`src/rtl/mul_hilo_ctrl.sv`:
```
// HI/LO owner and sequencer for an external 32x32 combinational array multiplier.
// Handles MIPS MULT/MULTU sign fix-up, MTHI/MTLO writes, and MFHI/MFLO read stalls.
module mul_hilo_ctrl #(
  parameter int WIDTH   = 32,
  parameter int LATENCY = 4
) (
  input  logic               clk,
  input  logic               reset,
  input  logic               op_valid,
  input  logic [2:0]         op_code,
  input  logic [WIDTH-1:0]   op_a,
  input  logic [WIDTH-1:0]   op_b,
  output logic               op_ready,
  output logic [WIDTH-1:0]   mul_a,
  output logic [WIDTH-1:0]   mul_b,
  input  logic [2*WIDTH-1:0] mul_product,
  input  logic               rd_req,
  input  logic               rd_sel,
  output logic [WIDTH-1:0]   rd_data,
  output logic               stall,
  output logic               busy,
  output logic               done,
  output logic [WIDTH-1:0]   hi,
  output logic [WIDTH-1:0]   lo
);

  localparam int PW = 2 * WIDTH;
  localparam int CW = (LATENCY > 1) ? $clog2(LATENCY) : 1;

  localparam logic [2:0] OP_MULTU = 3'b000;
  localparam logic [2:0] OP_MULT  = 3'b001;
  localparam logic [2:0] OP_MTHI  = 3'b010;
  localparam logic [2:0] OP_MTLO  = 3'b011;

  typedef enum logic {S_IDLE, S_RUN} state_t;

  state_t           r_state;
  logic [CW-1:0]    r_cnt;
  logic             r_neg;
  logic             r_done;
  logic [WIDTH-1:0] r_mul_a;
  logic [WIDTH-1:0] r_mul_b;
  logic [WIDTH-1:0] r_hi;
  logic [WIDTH-1:0] r_lo;

  logic [WIDTH-1:0] w_abs_a;
  logic [WIDTH-1:0] w_abs_b;
  logic [PW-1:0]    w_result;

  // Negating the most negative value yields itself, which reads correctly as unsigned 2^(WIDTH-1).
  assign w_abs_a  = op_a[WIDTH-1] ? (~op_a + WIDTH'(1)) : op_a;
  assign w_abs_b  = op_b[WIDTH-1] ? (~op_b + WIDTH'(1)) : op_b;
  assign w_result = r_neg ? (~mul_product + PW'(1)) : mul_product;

  always_ff @(posedge clk or posedge reset) begin
    if (reset) begin
      r_state <= S_IDLE;
      r_cnt   <= '0;
      r_neg   <= 1'b0;
      r_done  <= 1'b0;
      r_mul_a <= '0;
      r_mul_b <= '0;
      r_hi    <= '0;
      r_lo    <= '0;
    end else begin
      r_done <= 1'b0;
      case (r_state)
        S_IDLE: begin
          if (op_valid) begin
            case (op_code)
              OP_MULTU: begin
                r_mul_a <= op_a;
                r_mul_b <= op_b;
                r_neg   <= 1'b0;
                r_cnt   <= CW'(LATENCY - 1);
                r_state <= S_RUN;
              end
              OP_MULT: begin
                r_mul_a <= w_abs_a;
                r_mul_b <= w_abs_b;
                r_neg   <= op_a[WIDTH-1] ^ op_b[WIDTH-1];
                r_cnt   <= CW'(LATENCY - 1);
                r_state <= S_RUN;
              end
              OP_MTHI: r_hi <= op_a;
              OP_MTLO: r_lo <= op_a;
              default: ;
            endcase
          end
        end
        S_RUN: begin
          // The product is trusted only once the ripple path has had LATENCY cycles to settle.
          if (r_cnt != '0) begin
            r_cnt <= r_cnt - CW'(1);
          end else begin
            {r_hi, r_lo} <= w_result;
            r_done       <= 1'b1;
            r_state      <= S_IDLE;
          end
        end
        default: r_state <= S_IDLE;
      endcase
    end
  end

  assign op_ready = (r_state == S_IDLE);
  assign busy     = (r_state == S_RUN);
  assign stall    = rd_req & busy;
  assign done     = r_done;
  assign mul_a    = r_mul_a;
  assign mul_b    = r_mul_b;
  assign hi       = r_hi;
  assign lo       = r_lo;
  assign rd_data  = rd_sel ? r_hi : r_lo;

endmodule

```
`config.mk`:
```
export PLATFORM = sky130hd
export DESIGN_NAME = mul_hilo_ctrl
export DESIGN_NICKNAME = d
export VERILOG_FILES = /design/src/rtl/mul_hilo_ctrl.sv
export SDC_FILE = /design/constraint.sdc
export NUM_CORES = 1
export LEC_CHECK = 0
export ABC_AREA = 1
export CAP_MARGIN = 10
export CORE_MARGIN = 10
export CORE_UTILIZATION = 55
export CTS_CLUSTER_DIAMETER = 150
export CTS_CLUSTER_SIZE = 40
export DETAILED_ROUTE_END_ITERATION = 10
export DONT_BUFFER_PORTS = 1
export GPL_TIMING_DRIVEN = 0
export HOLD_SLACK_MARGIN = 0.06
export PLACE_DENSITY = 0.73
export SETUP_SLACK_MARGIN = 0.5
export SLEW_MARGIN = 20
export SYNTH_ARGS = -nofsm -noshare
export SYNTH_HDL_FRONTEND = slang
export SYNTH_SLANG_ARGS = --single-unit
```
`constraint.sdc`:
```
create_clock -name clk -period 8.05 [get_ports clk]
set_clock_uncertainty 0.05 [all_clocks]
set_input_delay 0.805 -clock clk [delete_from_list [all_inputs] [get_ports clk]]
set_output_delay 0.805 -clock clk [all_outputs]
set_load 0.01 [all_outputs]
```
# ---- Word-level counts from Yosys, hierarchy flattened
# Index checks and enable logic that the tools add are counted.
# Widths: inputs -> output; s select.
dict set report word_totals {
  regBits 133
  latch_bits 0
  mem_bits_rw 0
  rom_bits 0
  input_bits 136
  out_inout_bits 164
  wordCells 60
  memories 0
}
dict set report op_classes {
  addsub 4
  n_mul 0
  div 0
  n_lt_le_gt_ge 0
  eq_ne 9
  shifts 0
  n_mux 25
  bitwise_logic 6
  reduce_logical 8
}
# cell count
set ops {}
lappend ops {{$mux 32} 9}
lappend ops {{$pmux 32 s2} 4}
lappend ops {{$add 32x1->32 const B} 2}
lappend ops {{$add 64x1->64 const B} 1}
lappend ops {{$mux 64} 1}
lappend ops {{$not 32->32} 2}
lappend ops {{$not 64->64} 1}
lappend ops {{$reduce_and 3->1} 4}
lappend ops {{$eq 3x2->1 const B} 2}
lappend ops {{$mux 2} 3}
lappend ops {{$ne 2x1->1 const B} 3}
lappend ops {{$ne 2x2->1 const B} 3}
lappend ops {{$mux 1} 5}
lappend ops {{$pmux 1 s2} 2}
lappend ops {{$pmux 2 s2} 1}
lappend ops {{$reduce_bool 2->1} 2}
lappend ops {{$eq 3x1->1 const B} 1}
lappend ops {{$logic_not 3->1} 1}
lappend ops {{$reduce_or 2->1} 1}
lappend ops {{$sub 2x1->2 const B} 1}
lappend ops {{$and 1x1->1} 1}
lappend ops {{$not 1->1} 1}
lappend ops {{$xor 1x1->1} 1}

# ---- Depth between registers and ports, before layout
dict set report logic_depth {
  depth_word 5
  depth_mapped 12
  depth_no_buf 12
}

# ---- Least setup slack after synthesis
# No wires, ideal clock.
dict set report synth_path {
  path_type {input to output}
  from {input port rd_sel}
  to {output port rd_data[11]}
  arrival_time_ns 1.606
  required_time_ns 7.195
  setup_slack_ns 5.589
  stages 4
  n_path_buf 2
  cell_sequence {clkbuf_1 clkbuf_1 nand2_1 o21ai_0}
}
dict set report synth_between {
  elab_chain_len 1
}
# item line_no
set synth_rtl {}
lappend synth_rtl {{start, declared} 18} ;# input logic rd_sel,
lappend synth_rtl {{$mux 32} 114} ;# assign rd_data = rd_sel ? r_hi : r_lo;
lappend synth_rtl {{end, declared} 19} ;# output logic [WIDTH-1:0] rd_data,
# Every way passes these cells.

# ---- Worst setup path in the final report
dict set report layout_path {
  from {input port rd_sel}
  to {output port rd_data[12]}
}
# Same word-level chain as after synthesis.

==> results.cfg <==
[status]
status = finished clean

[layout]
finalInstanceArea_sq_um = 10800
area_growth_pct = 9.06
final_cells = 1804
fill_cells = 1770
layout_commonest_cell = nand2_1
layout_common_cells = nand2_1, nor2_1, nand3_1
drive_gt1_frac = 0.0895
fin_nets = 1702
antenna_cells = 0

[logic_synthesis]
syn_area_per_cell_sq_um = 6.42
syn-cell-area_sq_um = 9900
syn-num-nets = 1682
ys_seq_elements = 133
seq_area_frac_synth = 0.336
synthDistinctLibCells = 43
synthCells = 1542
ys_warn_count = 0

[setup_path]
worst-path-max-fanout = 10
crit_chain = clkbuf_1 > clkbuf_1 > nand2_1 > o21ai_0
worstPathRequired_ns = 7.19
crit_path_start_kind = primary input
slowest_stage = clkbuf_1
cpMostUsedCell = clkbuf_1
crit_type = in2out
endpoint_kind = primary output
cp_slowest_stage_delay_ns = 0.59
arrival_ns = 2.40

[pwr]
p_leak_nw = 5.21
pwr-share-comb = 0.368
power_frac_clock = 0.216
ir_drop_uv = 189
p_switching_mw = 1.71
p_per_area_nw_per_um2 = 331
p_sw_frac = 0.479
seq_power_share = 0.416
power.total_mw = 3.58
internal_power_mw = 1.86

[clock_tree]
tritoncts = yes
cts_buffer_depth = 2
worstSkewPairLatency_ns = 0.42
htreeDepth = 4
postCtsSetupBuffers = 0
cts_root_buf = clkbuf_16
path_clk_slew_ns = 0.07
cts-resized-gates = 0
hold_buffers = 0
cts_buffers = 17
cts.sinks = 133

[floorplan]
die_area_sq_um = 23800
pin_count = 300
start_util = 0.555
core_area_sq_um = 17800
rows = 49
chipHeight_microns = 154
die_w_microns = 154

[sta]
setup_tns_ns = 0
setup_viol_count_final = 0
rsz0062_at_grt = no
period_share = 0.404
max_freq_mhz = 307
slew_headroom = 0.425
hold_violations = 0
finalCriticalPeriod_ns = 3.25
worst_pin_slew_ns = 0.853
report.final.slew_viol_count = 0
fin_ws_ns = 4.80

[placed_design]
numPortBuffers = 0
placedCellCount = 1772
place.gp.congestion = 1.03
dpl_worst_slack_ns = 4.84
dp_hpwl_microns = 33800
placed_area_sq_um = 10200

[grt]
grt_pass1_wl_microns = 62400
grt_start_max_net_pins = 76
overflow = 0
grt_pass1_vias = 10500
grt_usage = 0.337
antenna_found_initial = 1

[routing]
drt-total-wl_microns = 41200
drc_errors = 0
first_pass_iters = 6
routed_via_density = 5.95
drt.antenna.violating_nets = 0
drt_first_iter_violations = 916
wl_per_cell_microns = 22.8
vias = 10700

[worst_hold_path]
worstHoldPathType = in2async

[job]
maxCapViolCount = 0
==> through the flow <==
stage / utilization / hold slack [ns]
floorplan: - / 0.465
finish: 0.605 / 0.181
global placement: 0.571 / 0.482
detailed placement: 0.573 / 0.496
CTS: 0.605 / 0.205
global route: 0.605 / 0.214
==> critical path, delay by kind of cell <==
kind / cells / cell delay, ns
buffers and inverters: 2 / 1.13
AO/OA/AOI/OAI: 1 / 0.34
AND/OR/NAND/NOR: 1 / 0.10
==> power by group through the flow <==
stage                     Combinational [mW]  Clock (mW)  Sequential, mW
after floorplan                        0.934           0            1.34
after global placement                  1.26           0            1.49
after detailed placement                1.29           0            1.50
after CTS                               1.30       0.774            1.49
after global routing                    1.46       0.803            1.52
final                                   1.32       0.773            1.49
==> state kept, by name, summed over array words and instances, names as in the netlist <==
signal and cells:
r_neg 1, done 1, r_cnt 2, busy 1
lo 32, mul_a 32, mul_b 32, hi 32
==> per-layer routing <==
| layer | GRT usage | up-vias | share of wire |
|---|---|---|---|
| met2 | 0.568 | 598 | 0.48 |
| met3 | 0.125 | 120 | 0.12 |
| met5 | 0 | - | 0.00027 |
| met1 | 0.365 | 4999 | 0.35 |
| met4 | 0.166 | 2 | 0.051 |
| li1 | - | 5013 | - |
==> final timing paths <==
check	from	to	slack, ns	cells past startpoint
worst min-delay path	reset	mul_a[5]$_DFFE_PP0P_	0.18	1
min in group clk	op_a[18]	mul_a[18]$_DFFE_PP0P_	0.50	3
max in group asynchronous	reset	lo[14]$_DFFE_PP0P_	7.02	2
worst max register to register	busy$_DFF_PP0_	lo[4]$_DFFE_PP0P_	5.80	6
worst max-delay path	rd_sel	rd_data[12]	4.80	4
worst min register to register	mul_b[28]$_DFFE_PP0P_	mul_b[28]$_DFFE_PP0P_	0.51	2
==> Yosys cell counts (all sizes together) <==
master,instances,area share
dfrtp,133,0.34
a21oi,55,0.030
o211ai,2,0.0015
a22oi,22,0.017
xor2,31,0.027
mux2,7,0.0080
nor3b,1,0.0013
nand4,12,0.0076
xnor2,2,0.0018
o21ai,132,0.073
buf,36,0.020
nand3,162,0.084
o21a,2,0.0015
clkbuf,23,0.0087
nor2,280,0.12
o22ai,1,0.00063
a31oi,10,0.0063
nand2,433,0.17
ha,4,0.0051
a21o,1,0.00076
nor3,14,0.0076
or2,3,0.0019
nor4,1,0.00063
inv,156,0.059
o31ai,5,0.0038
nand3b,14,0.011
==> cells by family (layout without fill, tap and decap cells) <==
| family | count (synthesis) | after routing | synth area share |
|---|---|---|---|
| AND/OR/NAND/NOR | 920 | 920 | 0.400 |
| buffers and inverters | 215 | 248 | 0.0876 |
| multiplexers | 7 | 7 | 0.00796 |
| flip-flops | 133 | 133 | 0.336 |
| adder cells (fa/ha/maj) | 4 | 4 | 0.00506 |
| AO/OA/AOI/OAI | 230 | 230 | 0.134 |
| XOR/XNOR | 33 | 33 | 0.0292 |
==> cell type report <==
class	instances	area, sq um	share of cell area
multi-input combinational	1194	5710	0.528
clock inverter	13	123	0.0114
timing repair buffer	1	27.5	0.00255
inverter	156	593	0.0549
tap	229	287	0.0265
sequential	133	3330	0.308
buffer	59	282	0.0261
clock buffer	19	453	0.0419
Power figures use the tool's default switching activity.
